===== config.mk =====
export PLATFORM = sky130hd
export DESIGN_NAME = sm4_cmd_ctrl
export DESIGN_NICKNAME = d
export VERILOG_FILES = /design/src/rtl/sm4_cmd_ctrl.sv
export SDC_FILE = /design/constraint.sdc
export NUM_CORES = 1
export LEC_CHECK = 0
export CELL_PAD_IN_SITES_DETAIL_PLACEMENT = 2
export CELL_PAD_IN_SITES_GLOBAL_PLACEMENT = 2
export CORE_AREA = 2 2 307 309
export CTS_CLUSTER_SIZE = 30
export DETAILED_ROUTE_END_ITERATION = 10
export DIE_AREA = 0 0 309 311
export GPL_TIMING_DRIVEN = 1
export PLACE_DENSITY_LB_ADDON = 0.2
export SLEW_MARGIN = 20
export SYNTH_ARGS = -nofsm -noshare
export SYNTH_HDL_FRONTEND = slang
export SYNTH_SLANG_ARGS = --single-unit

===== constraint.sdc =====
create_clock -name clk_i -period 22.1 [get_ports clk_i]
set_input_delay 3.315 -clock clk_i [delete_from_list [all_inputs] [get_ports clk_i]]
set_output_delay 3.315 -clock clk_i [all_outputs]
set_load 0.02 [all_outputs]

===== src/rtl/sm4_cmd_ctrl.sv =====
// Command sequencer for the SM4 core: orders key expansion and data handshakes,
// caches the last expanded key/mode, and returns results or timeout errors.
module sm4_cmd_ctrl #(
    parameter int unsigned TIMEOUT_CYCLES = 1024,
    parameter int unsigned CNT_W          = 11
) (
    input  logic         clk_i,
    input  logic         reset_i,
    input  logic         cmd_valid_i,
    output logic         cmd_ready_o,
    input  logic [127:0] cmd_key_i,
    input  logic [127:0] cmd_data_i,
    input  logic         cmd_mode_i,
    input  logic         key_flush_i,
    output logic         rsp_valid_o,
    input  logic         rsp_ready_i,
    output logic [127:0] rsp_data_o,
    output logic         rsp_err_o,
    output logic         core_sm4_enable_o,
    output logic         core_key_exp_en_o,
    output logic         core_key_valid_o,
    output logic [127:0] core_key_o,
    output logic         core_encdec_en_o,
    output logic         core_encdec_sel_o,
    output logic         core_valid_o,
    output logic [127:0] core_data_o,
    input  logic         core_ready_i,
    input  logic         core_key_ready_i,
    input  logic [127:0] core_result_i,
    output logic         busy_o
);

    typedef enum logic [2:0] {
        StIdle, StKeyRst, StKeyLoad, StKeyWait, StIssue, StDataWait, StResp
    } state_e;

    state_e       state_q, state_d;
    logic [CNT_W-1:0] cnt_q, cnt_d;
    logic         ready_prev_q;
    logic         cache_valid_q, cache_valid_d;
    logic [127:0] cached_key_q, cached_key_d;
    logic         cached_mode_q, cached_mode_d;
    logic [127:0] key_q, key_d, data_q, data_d, rsp_data_q, rsp_data_d;
    logic         sel_q, sel_d, rsp_err_q, rsp_err_d;
    logic         sm4_en_q, sm4_en_d, kexp_en_q, kexp_en_d, encdec_en_q, encdec_en_d;
    logic         key_valid_q, key_valid_d, valid_q, valid_d;
    logic         cmd_ready_q, rsp_valid_q, busy_q;
    logic         accept, hit, timeout;

    assign accept  = cmd_valid_i & cmd_ready_q;
    // A flush in the accept cycle must win over the cached entry.
    assign hit     = cache_valid_q & ~key_flush_i & (cmd_key_i == cached_key_q) &
                     (cmd_mode_i == cached_mode_q);
    assign timeout = (cnt_q == CNT_W'(TIMEOUT_CYCLES - 1));

    always_comb begin
        state_d       = state_q;
        cnt_d         = cnt_q;
        cache_valid_d = cache_valid_q;
        cached_key_d  = cached_key_q;
        cached_mode_d = cached_mode_q;
        key_d         = key_q;
        data_d        = data_q;
        sel_d         = sel_q;
        rsp_data_d    = rsp_data_q;
        rsp_err_d     = rsp_err_q;
        sm4_en_d      = sm4_en_q;
        kexp_en_d     = kexp_en_q;
        encdec_en_d   = encdec_en_q;
        key_valid_d   = 1'b0;
        valid_d       = 1'b0;
        unique case (state_q)
            StIdle: begin
                if (accept) begin
                    key_d  = cmd_key_i;
                    data_d = cmd_data_i;
                    sel_d  = cmd_mode_i;
                    if (hit) begin
                        state_d     = StIssue;
                        encdec_en_d = 1'b1;
                        valid_d     = 1'b1;
                    end else begin
                        state_d     = StKeyRst;
                        sm4_en_d    = 1'b0;
                        kexp_en_d   = 1'b0;
                        encdec_en_d = 1'b0;
                    end
                end
            end
            StKeyRst: begin
                state_d     = StKeyLoad;
                sm4_en_d    = 1'b1;
                kexp_en_d   = 1'b1;
                key_valid_d = 1'b1;
            end
            StKeyLoad: begin
                state_d = StKeyWait;
                cnt_d   = '0;
            end
            StKeyWait: begin
                cnt_d = cnt_q + 1'b1;
                if (core_key_ready_i) begin
                    cached_key_d  = key_q;
                    cached_mode_d = sel_q;
                    cache_valid_d = 1'b1;
                    state_d       = StIssue;
                    encdec_en_d   = 1'b1;
                    valid_d       = 1'b1;
                end else if (timeout) begin
                    state_d       = StResp;
                    rsp_err_d     = 1'b1;
                    rsp_data_d    = '0;
                    cache_valid_d = 1'b0;
                    sm4_en_d      = 1'b0;
                    kexp_en_d     = 1'b0;
                    encdec_en_d   = 1'b0;
                end
            end
            StIssue: begin
                state_d = StDataWait;
                cnt_d   = '0;
            end
            StDataWait: begin
                cnt_d = cnt_q + 1'b1;
                // Rising edge only: a level left over from the previous op is stale.
                if (core_ready_i && !ready_prev_q) begin
                    state_d    = StResp;
                    rsp_data_d = core_result_i;
                    rsp_err_d  = 1'b0;
                end else if (timeout) begin
                    state_d       = StResp;
                    rsp_err_d     = 1'b1;
                    rsp_data_d    = '0;
                    cache_valid_d = 1'b0;
                    sm4_en_d      = 1'b0;
                    kexp_en_d     = 1'b0;
                    encdec_en_d   = 1'b0;
                end
            end
            StResp: begin
                if (rsp_ready_i) state_d = StIdle;
            end
            default: state_d = StIdle;
        endcase
        if (key_flush_i) cache_valid_d = 1'b0;
    end

    always_ff @(posedge clk_i or posedge reset_i) begin
        if (reset_i) begin
            state_q       <= StIdle;
            cnt_q         <= '0;
            ready_prev_q  <= 1'b0;
            cache_valid_q <= 1'b0;
            cached_key_q  <= '0;
            cached_mode_q <= 1'b0;
            key_q         <= '0;
            data_q        <= '0;
            sel_q         <= 1'b0;
            rsp_data_q    <= '0;
            rsp_err_q     <= 1'b0;
            sm4_en_q      <= 1'b0;
            kexp_en_q     <= 1'b0;
            encdec_en_q   <= 1'b0;
            key_valid_q   <= 1'b0;
            valid_q       <= 1'b0;
            cmd_ready_q   <= 1'b0;
            rsp_valid_q   <= 1'b0;
            busy_q        <= 1'b0;
        end else begin
            state_q       <= state_d;
            cnt_q         <= cnt_d;
            ready_prev_q  <= core_ready_i;
            cache_valid_q <= cache_valid_d;
            cached_key_q  <= cached_key_d;
            cached_mode_q <= cached_mode_d;
            key_q         <= key_d;
            data_q        <= data_d;
            sel_q         <= sel_d;
            rsp_data_q    <= rsp_data_d;
            rsp_err_q     <= rsp_err_d;
            sm4_en_q      <= sm4_en_d;
            kexp_en_q     <= kexp_en_d;
            encdec_en_q   <= encdec_en_d;
            key_valid_q   <= key_valid_d;
            valid_q       <= valid_d;
            cmd_ready_q   <= (state_d == StIdle);
            rsp_valid_q   <= (state_d == StResp);
            busy_q        <= (state_d != StIdle);
        end
    end

    assign cmd_ready_o       = cmd_ready_q;
    assign rsp_valid_o       = rsp_valid_q;
    assign rsp_data_o        = rsp_data_q;
    assign rsp_err_o         = rsp_err_q;
    assign core_sm4_enable_o = sm4_en_q;
    assign core_key_exp_en_o = kexp_en_q;
    assign core_key_valid_o  = key_valid_q;
    assign core_key_o        = key_q;
    assign core_encdec_en_o  = encdec_en_q;
    assign core_encdec_sel_o = sel_q;
    assign core_valid_o      = valid_q;
    assign core_data_o       = data_q;
    assign busy_o            = busy_q;

endmodule

# [Yosys cells after proc, flatten, opt, wreduce, memory -nomap -nowiden]
# Index checks and enable logic that the tools add are counted.
[op_classes] eq_ne=15 n_mux=41 n_bitwise=5 n_addsub=1 n_reduce_logical=18
[ops] cell="two-way mux 128 bit" count=3
[ops] cell="one-hot mux 128 bit (2 select lines)" count=1
[ops] cell="equality test 128 bit" count=1
[ops] cell="two-way mux 1 bit" count=23
[ops] cell="one-hot mux 11 bit (2 select lines)" count=1
[ops] cell="one-hot mux 3 bit (7 select lines)" count=1
[ops] cell="two-way mux 3 bit" count=6
[ops] cell="equality test 3 bit, second input constant" count=4
[ops] cell="adder 11 x 1 -> 11 bit, second input constant" count=1
[ops] cell="equality test 11 x 10 -> 1 bit, second input constant" count=1
[ops] cell="nonzero test 3 bit" count=3
[ops] cell="!= test 2 bit, second input constant" count=4
[ops] cell="one-hot mux 1 bit (4 select lines)" count=2
[ops] cell="AND reduction 2 bit" count=4
[ops] cell="equality test 3 x 2 -> 1 bit, second input constant" count=2
[ops] cell="zero test 3 bit" count=2
[ops] cell="one-hot mux 1 bit (2 select lines)" count=3
[ops] cell="AND reduction 5 bit" count=1
[ops] cell="bitwise AND 1 bit" count=4
[ops] cell="nonzero test 2 bit" count=2
[ops] cell="nonzero test 4 bit" count=1
[ops] cell="OR reduction 2 bit" count=2
[ops] cell="equality test 3 x 1 -> 1 bit, second input constant" count=1
[ops] cell="!= test 3 bit, second input constant" count=1
[ops] cell="6 further kinds" count=6
[totals] ff_bits=539 in_bits=392 out_inout_bits=394 word_cells=99

# [Logic depth before layout (Yosys ltp)]
# Gate-level depths: netlist (run 1).
[depth] ltp_word=8 mapped_depth=9 mapped_depth_nobuf=7

# [Least setup slack after synthesis (run 1)]
# No wires, ideal clock.
[synth_timing] path_type="input to register" start="input port cmd_key_i[124]" end="register encdec_en_q, in the netlist core_encdec_en_o" arrival_time_ns=4.827 setup_time_ns=0.087 path_buffers=0 slack_ns=17.187 t_required_ns=22.013 cell_stages=6 cell_sequence="nor2b_1 -> a2111o_1 -> nor4_1 -> nand4_1 -> or4_1 -> o211ai_1"
[synth_between] elab_chain_len=6
[synth_rtl] item="start, declared" line_no="11" text="input logic [127:0] cmd_key_i,"
[synth_rtl] item="equality test 128 bit" line_no="52" text="assign hit = cache_valid_q & ~key_flush_i & (cmd_key_i == cached_key_q) &"
[synth_rtl] item="bitwise AND 1 bit (2 in series)" line_no="52"
[synth_rtl] item="two-way mux 1 bit" line_no="78" text="if (hit) begin"
[synth_rtl] item="two-way mux 1 bit" line_no="74" text="if (accept) begin"
[synth_rtl] item="one-hot mux 1 bit (3 select lines)" line_no="72" text="unique case (state_q)"
[synth_rtl] item="end signal, assigned" line_no="183" text="encdec_en_q <= encdec_en_d;"
[synth_rtl] item="end, declared" line_no="45" text="logic sm4_en_q, sm4_en_d, kexp_en_q, kexp_en_d, encdec_en_q, encdec_en_d;"
# Every way passes these cells. The select of a mux whose other input is x is not followed.
# A chain may end at the register's enable or synchronous reset.

==> results.json, run 1 <==
{
  "layout-area-overhead-vs-synth_pct": 51.63,
  "yosys.cell_types.count": 51,
  "layout-drive-gt1-share": 0.08654,
  "met2WireLength_mm": 53.05,
  "cap_violations": 0,
  "max_clock_skew_ps": 18.35,
  "async_reset_ff_frac": 1.000,
  "grt_max_degree": 180,
  "floorplan.die.width_um": 309,
  "vert_die_dim_um": 311,
  "vias": 19340,
  "finalCoreUtilization": 0.3619,
  "design.portCount": 786,
  "filler_cell_count": 9924,
  "finalHoldViolations": 0,
  "synth_cells": 2259,
  "placement.io_buffers": 785,
  "time_the_final_worst_path_needs_with_i_o_delays_and_setup_ps": 6052,
  "totalNegativeSetupSlack_ps": 0,
  "clkLatencyLatePin_ps": 630,
  "critPathBufInv": 5,
  "die_area_mm2": 0.09610,
  "final_cell_mix": "nand2_1, clkdlybuf4s50_1, dfrtp_1",
  "crit_share_post_route": 0.2738,
  "htree_num_levels": 3,
  "fin_area_mm2": 0.03357,
  "top_layer": "met5",
  "cts_num_sinks": 538,
  "critical_path.endpoint_type": "async pin",
  "min_path_type": "flop to flop",
  "place_hpwl_mm": 75.73,
  "clkSlewWorstSetupHoldPaths_ps": 50,
  "crit_family": "buffers and inverters",
  "drt_pre_antenna_iters": 4,
  "grt_setup_unrepaired": "no",
  "drc": 0,
  "place.gp.congestion": 0.8089,
  "placed_area_mm2": 0.03129,
  "ctsHoldBuffers": 0,
  "multi_input_area_mm2": 0.008132,
  "cts_post_setup_buffers_inserted": 0,
  "synth_seq_area_share": 0.6080,
  "first_iter_violations": 838,
  "std_cell_rows": 112,
  "critPathLaunchType": "input pin",
  "synth_area_per_inst_um2": 9.801,
  "max_transition_margin": 0.2166,
  "clk_root_buffer_cell": "clkbuf_16",
  "static-leakage-power_nw": 15.13,
  "synth-warning-count": 0,
  "irDropWorstVdd_mv": 0.04935,
  "synth.cell_area_mm2": 0.02214,
  "mostFrequentLayoutCell": "nand2_1",
  "layout.nets": 3406,
  "final_report_max_slew_violation_count": 0,
  "vias_per_cell": 4.471,
  "grt_first_pass_wirelength_mm": 149.5,
  "initial_core_util": 0.2387,
  "power.density_mw_per_mm2": 145.8,
  "worst-setup-path-type": "input pin to async pin",
  "setup_violations": 0,
  "worstPathArrival_ps": 6710,
  "postRouteWirelength_mm": 101.8,
  "post_cts_resize_count": 0,
  "cp.required_ps": 22760,
  "worst-path-max-fanout": 147,
  "cts_made_buffers": 69,
  "status": "completed",
  "synth_fp_nets": 2653,
  "tightest_slew_ps": 1175,
  "seqCellArea_mm2": 0.01346,
  "route.layer.met1.wl_mm": 39.09,
  "cts.path.max_buffers": 3,
  "finalHoldWorstSlack_ps": 473.5,
  "grt_use_total": 0.2090,
  "floorplan.core_area_mm2": 0.09277,
  "antenna_found_initial": 21,
  "globalRouteOverflowTotal": 0,
  "max_freq_mhz": 165.2,
  "worst_path_max_delay_cell": "buf_4",
  "antenna_violating_nets_post_route": 0,
  "met3_length_mm": 7.593,
  "regToRegSetupSlack_ps": 18340,
  "crit_path_max_incr_delay_ps": 820,
  "first_global_vias": 21750,
  "crit_path_cell_trace": "clkdlybuf4s50_1 -> inv_8 -> buf_12 -> buf_4 -> buf_4",
  "synth_enable_flop_cells": 0,
  "worst_path_most_repeated_cell": "buf_4",
  "cts_tree": "done",
  "synth_flop_cell": "dfrtp_1",
  "ys_seq_elements": 538,
  "drt-wirelength-per-cell_um": 23.54
}
-- power by group --
group | internal (W) | total (W) | switching (W)
clock network | 0.000676 | 0.00113 | 0.000458
logic | 0.000917 | 0.00205 | 0.00113
registers | 0.00142 | 0.00172 | 0.000299
-- synth_stat cells, types with 3 or more instances --
cell type | instances | share of area
nand2_1 | 1023 | 0.17
dfrtp_1 | 538 | 0.61
mux2_2 | 129 | 0.066
o21ai_0 | 104 | 0.024
clkbuf_1 | 100 | 0.017
xnor2_1 | 68 | 0.027
o21ai_1 | 52 | 0.012
nor2b_1 | 31 | 0.0088
inv_1 | 29 | 0.0049
xor2_1 | 22 | 0.0087
nand2b_1 | 20 | 0.0057
nand4_1 | 19 | 0.0054
nor4_1 | 18 | 0.0051
buf_2 | 12 | 0.0027
a2111o_1 | 9 | 0.0046
nand3_1 | 8 | 0.0018
nor2_1 | 8 | 0.0014
buf_1 | 6 | 0.0010
o2111ai_1 | 6 | 0.0024
o221ai_1 | 6 | 0.0024
a21oi_1 | 5 | 0.0011
o22ai_1 | 4 | 0.0011
nor3_1 | 3 | 0.00068
o41ai_1 | 3 | 0.0012
-- sequential cells by signal, indices dropped and copies added, names as in the netlist --
signal	count
cached_key_q	128
core_data_o	128
core_key_o	128
rsp_data_o	128
cnt_q	11
state_q	3
busy_o	1
cache_valid_q	1
cached_mode_q	1
cmd_ready_o	1
core_encdec_en_o	1
core_encdec_sel_o	1
core_key_valid_o	1
core_sm4_enable_o	1
core_valid_o	1
ready_prev_q	1
rsp_err_o	1
rsp_valid_o	1
-- final cells by class --
| class | instances | area share |
|---|---|---|
| well taps | 1254 | 0.04673 |
| diodes | 10 | 0.0007454 |
| flip-flops and latches | 538 | 0.4010 |
| inverters | 29 | 0.003466 |
| repair buffers | 802 | 0.2387 |
| multi-input cells | 1572 | 0.2422 |
| clock inverters | 18 | 0.004957 |
| clock buffers | 103 | 0.06220 |
-- worst reg2reg max path: cells and delay by family, from the launching register on --
| family | cells | cell delay, ps |
|---|---|---|
| and+or+nand+nor | 2 | 660 |
| buffers and inverters | 3 | 1870 |
| DFF | 1 | 600 |
| muxes | 1 | 510 |
-- metrics by stage --
stage	power, W	setup WS (ps)	std cells
global route	0.005194	15540	4324
detailed placement	0.003809	15110	4195
floorplan	0.002651	3748	2259
CTS	0.004994	15770	4316
finish	0.004896	16050	4326
global placement	0.003724	15190	4195
-- path summary, 6_finish.rpt --
path                            startpoint                end  cells after the start
setup / recovery                   reset_i     core_key_o[80]                      5
hold / removal             core_data_o[58]    core_data_o[58]                      2
setup reg to reg                state_q[2]  cached_key_q[111]                      6
hold reg to reg            core_data_o[58]    core_data_o[58]                      2
max in group clk_i          cmd_key_i[117]  core_sm4_enable_o                      7
min in group asynchronous          reset_i    core_data_o[25]                      2
-- per-layer routing --
layer | GRT usage | vias up
li1 | - | 8768
met1 | 0.2367 | 9916
met2 | 0.3755 | 509
met3 | 0.06682 | 126
met4 | 0.05373 | 22
met5 | 0 | -
-- kinds of logic after synthesis --
kind of cell / share of synthesized area
AOI/OAI and AO/OA: 0.05346
and+or+nand+nor: 0.2089
xor gates and xnor gates: 0.03560
adders and majority gates: 0.001130
buffers and inverters: 0.02628
DFF: 0.6080
muxes: 0.06657
(Power assumes the default switching activity.)
==> inputs of run 2 (changes only) <==
==> constraint.sdc (replaced) <==
create_clock -name clk_i -period 6.1 [get_ports clk_i]
set_input_delay 0.915 -clock clk_i [delete_from_list [all_inputs] [get_ports clk_i]]
set_output_delay 0.915 -clock clk_i [all_outputs]
set_load 0.02 [all_outputs]
==> run 2 against run 1 <==
Via count is 0.47% higher. Sequential power grew to 3.6 times the previous value. Clock-buffer cell count is 3 lower. Highest routed layer unchanged. Non-clock buffer count is 2 higher. Hold slack hardly changed. Critical endpoint is now rsp_data_o[71]. Clock power grew to 3.6 times the previous value. Die area stayed put.
==> results.json, run 2 (synthesis gave the netlist of run 1 again) <==
{
  "status": "completed",
  "mostFrequentLayoutCell": "nand2_1",
  "antenna_violating_nets_post_route": 0,
  "top_usage_layer": "met2",
  "cts_post_setup_buffers_inserted": 0,
  "std_cell_rows": 112,
  "grt_first_pass_wirelength_mm": 152.0,
  "vias_per_cell": 4.481,
  "reg2reg_depth": 7,
  "min_delay_path_depth": 2,
  "globalRouteOverflowTotal": 0,
  "first_global_vias": 21930,
  "worst-path-max-fanout": 65,
  "design.portCount": 786,
  "grt_util_met3": 0.06477,
  "initial_core_util": 0.2387,
  "sw_frac_of_total": 0.3914,
  "cts.path.max_buffers": 3,
  "finalCoreUtilization": 0.3627,
  "globalRouteMet2Util": 0.3668,
  "ctsHoldBuffers": 0,
  "worstPathArrival_ps": 3730,
  "placement.io_buffers": 785,
  "setup_violations": 0,
  "clk_root_buffer_cell": "clkbuf_16",
  "tightest_slew_ps": 989.2,
  "combPwrFrac": 0.423,
  "final_report_max_slew_violation_count": 0,
  "drt-wirelength-per-cell_um": 24.15,
  "postRouteWirelength_mm": 104.7,
  "drc": 0,
  "crit_path_cell_trace": "clkdlybuf4s50_1 -> nor3b_1 -> o21ai_0 -> nor2_4 -> buf_4 -> buf_4 -> o21ai_0",
  "floorplan.core_area_mm2": 0.09277,
  "post_cts_resize_count": 0,
  "antenna_found_initial": 41,
  "cp.required_ps": 6550,
  "die_area_mm2": 0.09610,
  "netSwitchingPower_w": 0.006973,
  "floorplan.die.width_um": 309,
  "crit_path_max_incr_delay_ps": 670,
  "max_transition_margin": 0.3405,
  "layout.nets": 3408,
  "final_cell_mix": "nand2_1, clkdlybuf4s50_1, dfrtp_1",
  "cts_num_sinks": 538,
  "drt_pre_antenna_iters": 5,
  "critical_path.endpoint_type": "flop",
  "grt_use_total": 0.2141,
  "critPathBufInv": 3,
  "layout-area-overhead-vs-synth_pct": 51.98,
  "worst-setup-path-type": "input pin to flop",
  "fin_area_mm2": 0.03365,
  "crit_cells": 7,
  "placed_area_mm2": 0.03139,
  "worst_path_max_delay_cell": "buf_4",
  "max_freq_mhz": 305.2,
  "grt_max_degree": 172,
  "time_the_final_worst_path_needs_with_i_o_delays_and_setup_ps": 3277,
  "max_clock_skew_ps": 25.56,
  "first_iter_violations": 878,
  "vias": 19430,
  "grt_setup_unrepaired": "no",
  "cts_tree": "done",
  "crit_share_post_route": 0.5371,
  "cts_made_buffers": 69,
  "min_path_type": "flop to flop",
  "place_hpwl_mm": 78.04,
  "seqPwrFrac": 0.349,
  "static-leakage-power_nw": 15.13,
  "critPathLaunchType": "input pin",
  "crit_family": "buffers and inverters",
  "finalHoldViolations": 0,
  "clkLatencyLatePin_ps": 620,
  "irDropWorstVdd_mv": 0.1992,
  "grt_util_met1": 0.2429,
  "layout-drive-gt1-share": 0.08532,
  "clkSlewWorstSetupHoldPaths_ps": 50,
  "power.density_mw_per_mm2": 529.4,
  "cap_violations": 0,
  "htree_num_levels": 3,
  "clock_power_share": 0.228,
  "internal_power_w": 0.01084,
  "place.gp.congestion": 0.8151,
  "vert_die_dim_um": 311
}
## run 2: cell types whose count changed in the layout (fill, tap and decap cells not counted), moves of 3 or more
cell       change
diode_2       +13
buf_12         +7
clkinv_2       -5
clkbuf_16      -3
buf_4          -4
## run 2: layout make-up
class | count | area (um^2)
Inverter | 29 | 112.6
Clock inverter | 16 | 200.2
Antenna cell | 23 | 57.56
Multi-Input combinational cell | 1572 | 8132
Sequential cell | 538 | 13460
Tap cell | 1254 | 1569
Timing Repair Buffer | 804 | 8113
Clock buffer | 100 | 2003
Fill cell | 10090 | 59120
## run 2: final timing paths
check / startpoint / to / slack [ps]
worst max-delay path: core_key_ready_i / rsp_data_o[71] / 2820
worst min-delay path: core_data_o[95] / core_data_o[95] / 470
worst max register to register: cnt_q[0] / rsp_data_o[71] / 2890
worst min register to register: core_data_o[95] / core_data_o[95] / 470
max in group asynchronous: reset_i / core_data_o[50] / 3850
min in group asynchronous: reset_i / core_data_o[32] / 840
## run 2: power by group through the flow
| stage | clock [W] | sequential (W) | combinational [W] |
|---|---|---|---|
| after floorplan | 0 | 0.00748 | 0.00212 |
| after global placement | 0 | 0.00615 | 0.00742 |
| after detailed placement | 0 | 0.00629 | 0.00763 |
| after CTS | 0.00421 | 0.00625 | 0.00767 |
| after global routing | 0.00432 | 0.00645 | 0.00807 |
| final | 0.00406 | 0.00622 | 0.00753 |
## run 2: worst min-delay path, cell delays in order, from the launching register on
cell	delay [ps]
dfrtp_1	340
nand2_1	50
nand2_1	60
## run 2: metrics by stage
step                      total power, W  hold slack, ps  worst slack (ps)  cells   TNS, ps
after floorplan                 0.009604           478.2             -2131   2259  -1146480
after global routing             0.01885           500.6              2623   4333         0
after CTS                        0.01813           481.1              2860   4313         0
after global placement           0.01358           459.8              2369   4197         0
final                            0.01781           473.5              2823   4336         0
after detailed placement         0.01393           466.5              2245   4197         0
## run 2: metal layers
| layer | routed length [um] | vias to the layer above | share of wire |
|---|---|---|---|
| met5 | 185 | - | 0.0018 |
| met4 | 4020 | 26 | 0.038 |
| met3 | 7552 | 183 | 0.072 |
| met2 | 52800 | 580 | 0.50 |
| met1 | 40170 | 9854 | 0.38 |
| li1 | - | 8788 | - |
